File: src/rtl/spi_slave_core.sv
// SPI slave endpoint oversampled entirely in the PCLK domain: all four CPOL/CPHA
// modes, MSB/LSB-first frames, single-entry TX buffer and RX holding register.
module spi_slave_core #(
  parameter int DATA_WIDTH  = 8,
  parameter int SYNC_STAGES = 2
) (
  input  logic                  PCLK,
  input  logic                  PRESETn,
  input  logic                  en,
  input  logic                  cpol,
  input  logic                  cpha,
  input  logic                  lsbfe,
  input  logic [DATA_WIDTH-1:0] tx_data,
  input  logic                  tx_load,
  output logic                  tx_ready,
  output logic [DATA_WIDTH-1:0] rx_data,
  output logic                  rx_valid,
  input  logic                  rx_ack,
  output logic                  rx_overrun,
  output logic                  busy,
  input  logic                  sclk,
  input  logic                  ss,
  input  logic                  mosi,
  output logic                  miso,
  output logic                  miso_oe
);

  localparam int CNT_W = $clog2(DATA_WIDTH + 1);
  localparam logic [CNT_W-1:0] CNT_LAST = CNT_W'(DATA_WIDTH);

  typedef enum logic {
    ST_IDLE   = 1'b0,
    ST_ACTIVE = 1'b1
  } state_e;

  logic [SYNC_STAGES-1:0] sclk_sync_q;
  logic [SYNC_STAGES-1:0] ss_sync_q;
  logic [SYNC_STAGES-1:0] mosi_sync_q;
  logic                   sclk_prev_q;

  logic sclk_s;
  logic ss_s;
  logic mosi_s;
  logic rise_s;
  logic fall_s;
  logic lead_s;
  logic trail_s;
  logic sample_s;
  logic shift_s;

  state_e                state_q, state_d;
  logic [CNT_W-1:0]      bit_cnt_q, bit_cnt_d;
  logic                  first_shift_q, first_shift_d;
  logic [DATA_WIDTH-1:0] tx_shreg_q, tx_shreg_d;
  logic [DATA_WIDTH-1:0] rx_shreg_q, rx_shreg_d;
  logic [DATA_WIDTH-1:0] tx_buf_q, tx_buf_d;
  logic                  tx_ready_q, tx_ready_d;
  logic [DATA_WIDTH-1:0] rx_data_q, rx_data_d;
  logic                  rx_valid_q, rx_valid_d;
  logic                  rx_overrun_q, rx_overrun_d;

  logic                  start_s;
  logic                  abort_s;
  logic                  frame_done_s;
  logic                  xfer_s;
  logic                  load_ok_s;
  logic [DATA_WIDTH-1:0] fill_s;

  // ss synchroniser resets to the inactive (high) level so a fresh reset never
  // looks like a select and consumes the TX buffer.
  always_ff @(posedge PCLK or negedge PRESETn) begin
    if (!PRESETn) begin
      sclk_sync_q <= {SYNC_STAGES{1'b0}};
      ss_sync_q   <= {SYNC_STAGES{1'b1}};
      mosi_sync_q <= {SYNC_STAGES{1'b0}};
      sclk_prev_q <= 1'b0;
    end else begin
      sclk_sync_q <= {sclk_sync_q[SYNC_STAGES-2:0], sclk};
      ss_sync_q   <= {ss_sync_q[SYNC_STAGES-2:0], ss};
      mosi_sync_q <= {mosi_sync_q[SYNC_STAGES-2:0], mosi};
      sclk_prev_q <= sclk_sync_q[SYNC_STAGES-1];
    end
  end

  assign sclk_s   = sclk_sync_q[SYNC_STAGES-1];
  assign ss_s     = ss_sync_q[SYNC_STAGES-1];
  assign mosi_s   = mosi_sync_q[SYNC_STAGES-1];
  assign rise_s   = sclk_s & ~sclk_prev_q;
  assign fall_s   = ~sclk_s & sclk_prev_q;
  assign lead_s   = cpol ? fall_s : rise_s;
  assign trail_s  = cpol ? rise_s : fall_s;
  assign sample_s = cpha ? trail_s : lead_s;
  assign shift_s  = cpha ? lead_s : trail_s;

  assign start_s      = (state_q == ST_IDLE) & en & ~ss_s;
  assign abort_s      = (state_q == ST_ACTIVE) & (ss_s | ~en);
  assign frame_done_s = (state_q == ST_ACTIVE) & (bit_cnt_q == CNT_LAST);
  assign xfer_s       = start_s | (frame_done_s & ~abort_s);
  assign load_ok_s    = tx_load & tx_ready_q;
  assign fill_s       = tx_ready_q ? {DATA_WIDTH{1'b1}} : tx_buf_q;

  // Frame FSM, shift registers and TX/RX holding logic.
  always_comb begin
    state_d       = state_q;
    bit_cnt_d     = bit_cnt_q;
    first_shift_d = first_shift_q;
    tx_shreg_d    = tx_shreg_q;
    rx_shreg_d    = rx_shreg_q;
    tx_buf_d      = tx_buf_q;
    tx_ready_d    = tx_ready_q;
    rx_data_d     = rx_data_q;
    rx_valid_d    = rx_valid_q;
    rx_overrun_d  = rx_overrun_q;

    case (state_q)
      ST_IDLE: begin
        bit_cnt_d     = {CNT_W{1'b0}};
        first_shift_d = 1'b1;
        if (start_s) begin
          state_d = ST_ACTIVE;
        end else begin
          state_d = ST_IDLE;
        end
      end
      ST_ACTIVE: begin
        if (abort_s) begin
          state_d = ST_IDLE;
        end else if (frame_done_s) begin
          bit_cnt_d     = {CNT_W{1'b0}};
          first_shift_d = 1'b1;
        end else if (sample_s) begin
          if (lsbfe) begin
            rx_shreg_d = {mosi_s, rx_shreg_q[DATA_WIDTH-1:1]};
          end else begin
            rx_shreg_d = {rx_shreg_q[DATA_WIDTH-2:0], mosi_s};
          end
          bit_cnt_d = bit_cnt_q + {{(CNT_W-1){1'b0}}, 1'b1};
        end else if (shift_s) begin
          // The first shift edge after a (re)load must not consume the first bit:
          // with cpha=1 it is the opening leading edge, with cpha=0 it is the
          // trailing edge of the previous frame's last bit.
          first_shift_d = 1'b0;
          if (first_shift_q && (cpha || (bit_cnt_q == {CNT_W{1'b0}}))) begin
            tx_shreg_d = tx_shreg_q;
          end else if (lsbfe) begin
            tx_shreg_d = {1'b0, tx_shreg_q[DATA_WIDTH-1:1]};
          end else begin
            tx_shreg_d = {tx_shreg_q[DATA_WIDTH-2:0], 1'b0};
          end
        end else begin
          state_d = ST_ACTIVE;
        end
      end
      default: begin
        state_d = ST_IDLE;
      end
    endcase

    if (xfer_s) begin
      tx_shreg_d = fill_s;
    end else begin
      tx_shreg_d = tx_shreg_d;
    end

    if (load_ok_s) begin
      tx_buf_d   = tx_data;
      tx_ready_d = 1'b0;
    end else if (xfer_s) begin
      tx_ready_d = 1'b1;
    end else begin
      tx_ready_d = tx_ready_q;
    end

    // A coincident ack wins against overrun: the consumer has taken the old byte.
    if (frame_done_s) begin
      rx_data_d    = rx_shreg_q;
      rx_valid_d   = 1'b1;
      rx_overrun_d = rx_ack ? 1'b0 : (rx_overrun_q | rx_valid_q);
    end else if (rx_ack) begin
      rx_valid_d   = 1'b0;
      rx_overrun_d = 1'b0;
    end else begin
      rx_valid_d   = rx_valid_q;
    end
  end

  // Core state registers.
  always_ff @(posedge PCLK or negedge PRESETn) begin
    if (!PRESETn) begin
      state_q       <= ST_IDLE;
      bit_cnt_q     <= {CNT_W{1'b0}};
      first_shift_q <= 1'b1;
      tx_shreg_q    <= {DATA_WIDTH{1'b0}};
      rx_shreg_q    <= {DATA_WIDTH{1'b0}};
      tx_buf_q      <= {DATA_WIDTH{1'b0}};
      tx_ready_q    <= 1'b1;
      rx_data_q     <= {DATA_WIDTH{1'b0}};
      rx_valid_q    <= 1'b0;
      rx_overrun_q  <= 1'b0;
    end else begin
      state_q       <= state_d;
      bit_cnt_q     <= bit_cnt_d;
      first_shift_q <= first_shift_d;
      tx_shreg_q    <= tx_shreg_d;
      rx_shreg_q    <= rx_shreg_d;
      tx_buf_q      <= tx_buf_d;
      tx_ready_q    <= tx_ready_d;
      rx_data_q     <= rx_data_d;
      rx_valid_q    <= rx_valid_d;
      rx_overrun_q  <= rx_overrun_d;
    end
  end

  // miso is taken straight from the shift register while a frame is active.
  always_comb begin
    miso = 1'b0;
    if (state_q == ST_ACTIVE) begin
      miso = lsbfe ? tx_shreg_q[0] : tx_shreg_q[DATA_WIDTH-1];
    end else begin
      miso = 1'b0;
    end
  end

  assign busy       = (state_q == ST_ACTIVE);
  assign miso_oe    = busy;
  assign tx_ready   = tx_ready_q;
  assign rx_data    = rx_data_q;
  assign rx_valid   = rx_valid_q;
  assign rx_overrun = rx_overrun_q;

endmodule
File: config.mk
export PLATFORM = sky130hd
export DESIGN_NAME = spi_slave_core
export DESIGN_NICKNAME = d
export VERILOG_FILES = /design/src/rtl/spi_slave_core.sv
export SDC_FILE = /design/constraint.sdc
export NUM_CORES = 1
export LEC_CHECK = 0
export CAP_MARGIN = 20
export CELL_PAD_IN_SITES_DETAIL_PLACEMENT = 1
export CELL_PAD_IN_SITES_GLOBAL_PLACEMENT = 1
export CORE_MARGIN = 5
export CORE_UTILIZATION = 41
export CTS_CLUSTER_SIZE = 40
export DETAILED_ROUTE_END_ITERATION = 8
export MAX_ROUTING_LAYER = met4
export PLACE_DENSITY = 0.8
export SLEW_MARGIN = 20
export SYNTH_ARGS = -nofsm -noshare
export SYNTH_HDL_FRONTEND = slang
export SYNTH_SLANG_ARGS = --single-unit
File: constraint.sdc
create_clock -name PCLK -period 3.6 [get_ports PCLK]
set_input_delay 0.72 -clock PCLK [delete_from_list [all_inputs] [get_ports PCLK]]
set_output_delay 0.72 -clock PCLK [all_outputs]
set_load 0.02 [all_outputs]
### Yosys cells after proc, flatten, opt, wreduce, memory -nomap -nowiden

Index checks and enable logic that the tools add are counted.

* add/subtract/negate cells: 1
* multipliers: 0
* div/mod/pow operators: 0
* $lt $le $gt $ge: 0
* eq/ne operators: 9
* shift-type cells: 0
* mux-type cells: 34
* bitwise gates (word level): 18
* reductions and logical operators: 11

Operators with widths (number)
* $mux W8: 10
* $mux W1: 18
* $mux W4: 3
* $ne A3 B2 Y1 const B: 3
* $and A1 B1 Y1: 8
* $pmux W4 S2: 1
* $reduce_bool A2 Y1: 4
* $not A1 Y1: 7
* $ne A2 B1 Y1 const B: 3
* $reduce_and A6 Y1: 1
* $add A4 B1 Y4 const B: 1
* $eq A4 B4 Y1 const B: 1
* $logic_not A4 Y1: 1
* $ne A2 B2 Y1 const B: 2
* $pmux W1 S2: 2
* $reduce_and A4 Y1: 1
* $or A1 B1 Y1: 3
* $reduce_and A3 Y1: 1
* $reduce_and A2 Y1: 1
* $logic_and A1 B1 Y1: 1
* $logic_or A1 B1 Y1: 1

* flip-flop bits (word level): 48
* bits in latches: 0
* RAM bits: 0
* memory bits (read-only): 0
* bits of input ports: 19
* memories kept: 0

### Longest topological paths before layout

Gate-level depths: netlist (run 1).

* depth in word-level cells: 10
* mapped depth: 7
* depth with buffers taken out: 6

### Least setup slack after synthesis (run 1)

OpenSTA, ideal clock, no wires.

* kind: input to output
* start: input lsbfe
* end: output miso
* arrival: 1773 ps
* required time: 2880 ps
* setup slack: 1107 ps
* stages on the path: 4
* path buffers: 2
* cell sequence: clkbuf_1 buf_2 mux2i_1 nor2b_1

* word-level cells in the longest chain between the ends: 2

Ends and longest elaborated chain
* start, declared: RTL line 12 `input logic lsbfe,`
* $mux W1: RTL line 218 `miso = lsbfe ? tx_shreg_q[0] : tx_shreg_q[DATA_WIDTH-1];`
* $mux W1: RTL line 217 `if (state_q == ST_ACTIVE) begin`
* end, declared: RTL line 24 `output logic miso,`

No other way between the ends.

### Final worst setup path (run 1)

Ends and elaborated chain as after synthesis.

==> results of run 1 <==
[critical path, delay by kind of cell]
kind,cells,cell delay (ps)
multiplexers,1,90
buffers and inverters,2,1130
AND/OR/NAND/NOR,1,120
[how the worst max path moves through the flow]
stage	end	slack, ps	start
floorplan	miso	1110	lsbfe
global placement	miso	810	lsbfe
detailed placement	miso	800	lsbfe
CTS	miso	800	lsbfe
global route	miso	740	lsbfe
finish	miso	820	lsbfe
[metrics by stage]
step                      instance area, um^2  util (%)  hold slack, ps
after floorplan                          2230         -             331
after CTS                                2730      52.4             360
final                                    2730      52.4             357
after global routing                     2730      52.4             369
after detailed placement                 2600      50.0             339
after global placement                   2600      50.0             334
[placed cells by master, fill, tap and decap left out, types with 2 or more instances in the layout]
cell,instances
nand2b_1,6
dfstp_2,4
nor2b_1,2
o21ai_0,2
ha_1,2
clkdlybuf4s50_1,31
clkbuf_8,6
nand3_1,2
and2_1,2
a31oi_1,8
inv_1,4
mux2_2,25
dfrtp_1,44
a21oi_1,9
buf_4,3
a22o_1,2
nand2_1,6
nor2_1,9
mux2i_1,25
[cell type report]
class,instances,area (um^2)
Fill cell,541,2480
Inverter,5,18.8
Clock inverter,2,38.8
Timing Repair Buffer,34,333
Sequential cell,48,1210
Clock buffer,6,82.6
Multi-Input combinational cell,112,961
Tap cell,70,87.6
[routing by layer]
layer | GRT usage (%) | share of wire [%] | vias to the layer above
met5 | - | 0 | -
met4 | 3.65 | 1.0 | 0
met3 | 3.46 | 3.3 | 6
met2 | 27.3 | 55 | 25
met1 | 15.8 | 40 | 755
li1 | - | - | 682
[logic make-up (layout without fill, tap and decap cells)]
kind of cell	count (synthesis)	after routing	synth area share, %
buf+inv	13	47	2.64
fa+ha+maj	2	2	1.12
flops	48	48	54.2
xor+xnor	2	2	1.12
simple gates	29	29	6.86
compound gates	27	27	8.49
mux	52	52	25.6
[where the power goes]
| group | switching, mW | internal [mW] |
|---|---|---|
| combinational | 0.128 | 0.154 |
| sequential | 0.0905 | 0.645 |
| clock | 0.179 | 0.227 |
[sequential cells by signal, indices dropped and copies added, names as in the netlist]
name and count:
bit_cnt_q 4, busy 1, first_shift_q 1, mosi_sync_q 2, rx_data 8, rx_overrun 1
rx_shreg_q 8, rx_valid 1, sclk_prev_q 1, sclk_sync_q 2, ss_sync_q 2, tx_buf_q 8
tx_ready 1, tx_shreg_q 8
==> metrics, run 1 <==
crit-path max cell delay=about 620 ps; slew of the pin with the lowest slew margin=608 ps; worst flop-to-flop path startpoint=bit_cnt_q[1]$_DFFE_PN0P_; GP Congestion=0.809; via count=around 1.5k; Max Buffers Root-to-Sink=2; TritonCTS Sinks=48; CP Cell Sequence=clkdlybuf4s50_1 -> mux2i_1 -> nor2b_1 -> clkdlybuf4s50_1; Worst Hold Path EP=mosi_sync_q[1]$_DFF_PN0_; Seq cells post-synth=48; worst vdd ir=278 uV; startpoint type of the worst setup path=primary input; Post-synth top cells=dfrtp_1, mux2_2, mux2i_1; sequential-to-total area share from yosys stat=54.2%; Yosys top cell area share=49.5%; share of cells above drive strength 1=21.7%; Final HPWL DP=3.49 mm; post-route setup TNS=0 ps; asr flop ratio synth=between 90% and 100%; top-count cell post-synth=dfrtp_1; max_cap viols=0; syn_area_per_cell=12.9 um^2; fin crit period=2780 ps; post_cts resized=0; antenna-violating nets left=0; ANT cells=0; final setup vio count=0; Mapped Cells=173; pin count of the biggest net entering global routing=49; Slew Limit Fails=0; Initial Utilization=42.8%; core box area=5200 um^2; DRC=0; CTS tree=done; # port buffers=32; CTS Buf Count=5; CTS H-tree lvls=2; Critical-path top delay cell=clkdlybuf4s50_1; total chip power=1.42 mW; hold depth=0; LEAKAGE=1.20 nW; synth top area cells=dfrtp_1, mux2_2, mux2i_1; Placement Setup Slack=roughly 800 ps; vias per cell=around 5.3; number of distinct library cells after synthesis=32; vias in the first global route=1,711; r2r endpoint=tx_shreg_q[7]$_DFFE_PN0P_; dpl cells=around 270; critical path class=in2out; Final Hold Viols=0; P&R area growth vs syn=22.5%; Syn Nets=just under 200; cts hold-fix bufs=0; Top FF cell, synth=dfrtp_1; CP dominant cell by count=clkdlybuf4s50_1; status=finished, final reports clean; DIE WIDTH=83.7 um; number of flops mapped to enable cells by yosys=0; cell count of the worst reg-to-reg path=6; Worst Clk Skew=between 5 and 6 ps; Rel. slew slack=59.4%; overall routed net length=roughly 4.7 mm; Finished Layout Cells=~280; worst hold-check path type=reg2reg; crit path capture type=output pin; Yosys top cell by area=dfrtp_1; cell area after synthesis=approximately 2200 um^2; WP data required=2880 ps; Row Count=26; io pins=33; fin nets=227; hold wc startpoint=mosi_sync_q[0]$_DFF_PN0_; fin worst setup slack=approximately 820 ps; critical-path maximum fanout=2; gr ovfl total=0; Iter 0 DRT Violations=53; initial antenna violation count=0; CP Data Arrival Time=just over 2000 ps; RSZ-0062 raised after global routing=false; Die Area=roughly 7000 um^2; First-pass DRT Iterations=4; Synth Warn #=0; Clk Tree Root Cell=clkbuf_8; global-route wire length before repair=8.29 mm; Max Clk Rate=between 0.3 and 0.4 GHz; R2R Setup Slk=1550 ps; Reg clk slew, reported paths=approximately 90 ps; PD cells=522 nW/um^2; Die Height=83.7 um; worst skew pair latency=300 ps; final worst-path cycle share=between 70% and 80%; Post-CTS Setup Repair Bufs=0; Routed wire per std cell=16.9 um; gr usage total=between 10 and 15%
Power figures use the tool's default switching activity.
==> inputs of run 2 (changes only) <==
- clock period: 3.6 -> 2.8 ns (I/O delays scaled with it)
==> metrics, run 2 (synthesis results as in run 1) <==
status=finished, final reports clean; post-route setup TNS=0 ps; worst hold-check path type=in2async; post_cts resized=0; P&R area growth vs syn=21.7%; vias in the first global route=1,670; via count=1,460; DRC=0; First-pass DRT Iterations=4; LEAKAGE=1.18 nW; DIE WIDTH=about 84 um; startpoint type of the worst setup path=primary input; sw frac=28.8%; antenna-violating nets left=0; crit-path max cell delay=620 ps; total chip power=1.72 mW; share of cells above drive strength 1=22.1%; Cell Area, Placed=2610 um^2; Clk Tree Root Cell=clkbuf_8; Clock Power Share=24.4%; WP data required=2240 ps; Routed wire per std cell=16.2 um; worst skew pair latency=~290 ps; gr usage total=14.7%; CP delay by family, top=buffers and inverters; worst flop-to-flop path startpoint=bit_cnt_q[0]$_DFFE_PN0P_; overall routed net length=4.50 mm; core box area=between 5000 and 6000 um^2; Die Area=7000 um^2; CP Cell Sequence=clkdlybuf4s50_1 -> mux2i_1 -> nor2b_1 -> clkdlybuf4s50_1; initial antenna violation count=0; critical-path maximum fanout=2; final worst-path cycle share=roughly 88%; Critical-path top delay cell=clkdlybuf4s50_1; global-route wire length before repair=8.12 mm; final setup vio count=0; Worst Clk Skew=9.02 ps; Post-CTS Setup Repair Bufs=0; crit path capture type=output pin; Row Count=26; Initial Utilization=42.8%; Filler cells=549; r2r endpoint=tx_shreg_q[2]$_DFFE_PN0P_; CTS tree=done; NetSw=0.497 mW; Flop pwr share=~55%; fin nets=approximately 230; CTS Buf Count=5; Register Area=1210 um^2; Int Pwr=1.23 mW; CP Data Arrival Time=1890 ps; vias per cell=between 5 and 6; worst vdd ir=330 uV; RSZ-0062 raised after global routing=false; GP Congestion=0.817; Final HPWL DP=3.46 mm; R2R Setup Slk=a little over 800 ps; fin crit period=2450 ps; ANT cells=0; Die Height=83.7 um; Post-Layout Inst Area=2710 um^2; critical path class=in2out; critical path launch point=lsbfe; Bufs and invs on worst path=2; Max Buffers Root-to-Sink=2; Comb pwr share=20.7%; Max Clk Rate=between 0.4 and 0.5 GHz; # port buffers=32; most frequent cells in the layout=dfrtp_1, clkdlybuf4s50_1, mux2i_1, mux2_2; io pins=33; CP dominant cell by count=clkdlybuf4s50_1; slew of the pin with the lowest slew margin=542 ps; commonest non-fill, non-tap cell in the layout=dfrtp_1; Reg clk slew, reported paths=90 ps; Slew Limit Fails=0; Iter 0 DRT Violations=~120; Final Hold Viols=0; TritonCTS Sinks=48; Rel. slew slack=63.9%; footprint of the multi-input gates=between 900 and 1000 um^2; CTS H-tree lvls=2; max_cap viols=0; cell count of the worst reg-to-reg path=6; final hold slack=238 ps; gr ovfl total=0; PD cells=637 nW/um^2; cts hold-fix bufs=0; pin count of the biggest net entering global routing=26
[run 2: cell count changes in the layout (fill, tap and decap cells not counted)]
| cell | delta |
|---|---|
| buf_2 | +1 |
| clkinvlp_4 | +2 |
| clkinv_4 | -1 |
| bufinv_16 | -1 |
[run 2: layout make-up]
cell class              count  area share [%]
clock buffers               6            3.05
clock inverters             2           0.554
inverters                   5           0.693
multi-input cells         112            35.5
flip-flops and latches     48            44.5
well taps                  70            3.23
repair buffers             35            12.5
[run 2: stage by stage]
step	instances	utilization, %	setup WS [ps]
finish	278	52.0	346
global route	278	52.0	269
CTS	278	52.0	327
detailed placement	270	50.2	225
global placement	270	50.2	313
floorplan	173	-	627
[run 2: how the worst max path moves through the flow]
| stage | cells past startpoint | slack (ps) | end |
|---|---|---|---|
| CTS | 4 | 330 | miso |
| global route | 4 | 270 | miso |
| detailed placement | 5 | 220 | tx_shreg_q[4]$_DFFE_PN0P_ |
| finish | 4 | 350 | miso |
| global placement | 5 | 310 | tx_shreg_q[1]$_DFFE_PN0P_ |
| floorplan | 4 | 630 | miso |
[run 2: power by group through the flow]
stage / registers [mW] / clock network [mW] / logic, mW
after detailed placement: 0.959 / 0 / 0.364
after global routing: 0.965 / 0.478 / 0.404
after global placement: 0.947 / 0 / 0.337
final: 0.946 / 0.421 / 0.357
after CTS: 0.945 / 0.443 / 0.365
after floorplan: 0.913 / 0 / 0.266
[run 2: routing by layer]
metal / track usage (%) / vias to the layer above / part of all wire, %
met5: - / - / 0
met4: 3.51 / 0 / 0.96
met3: 3.55 / 5 / 3.5
met2: 26.1 / 25 / 56
met1: 16.7 / 751 / 40
li1: - / 679 / -
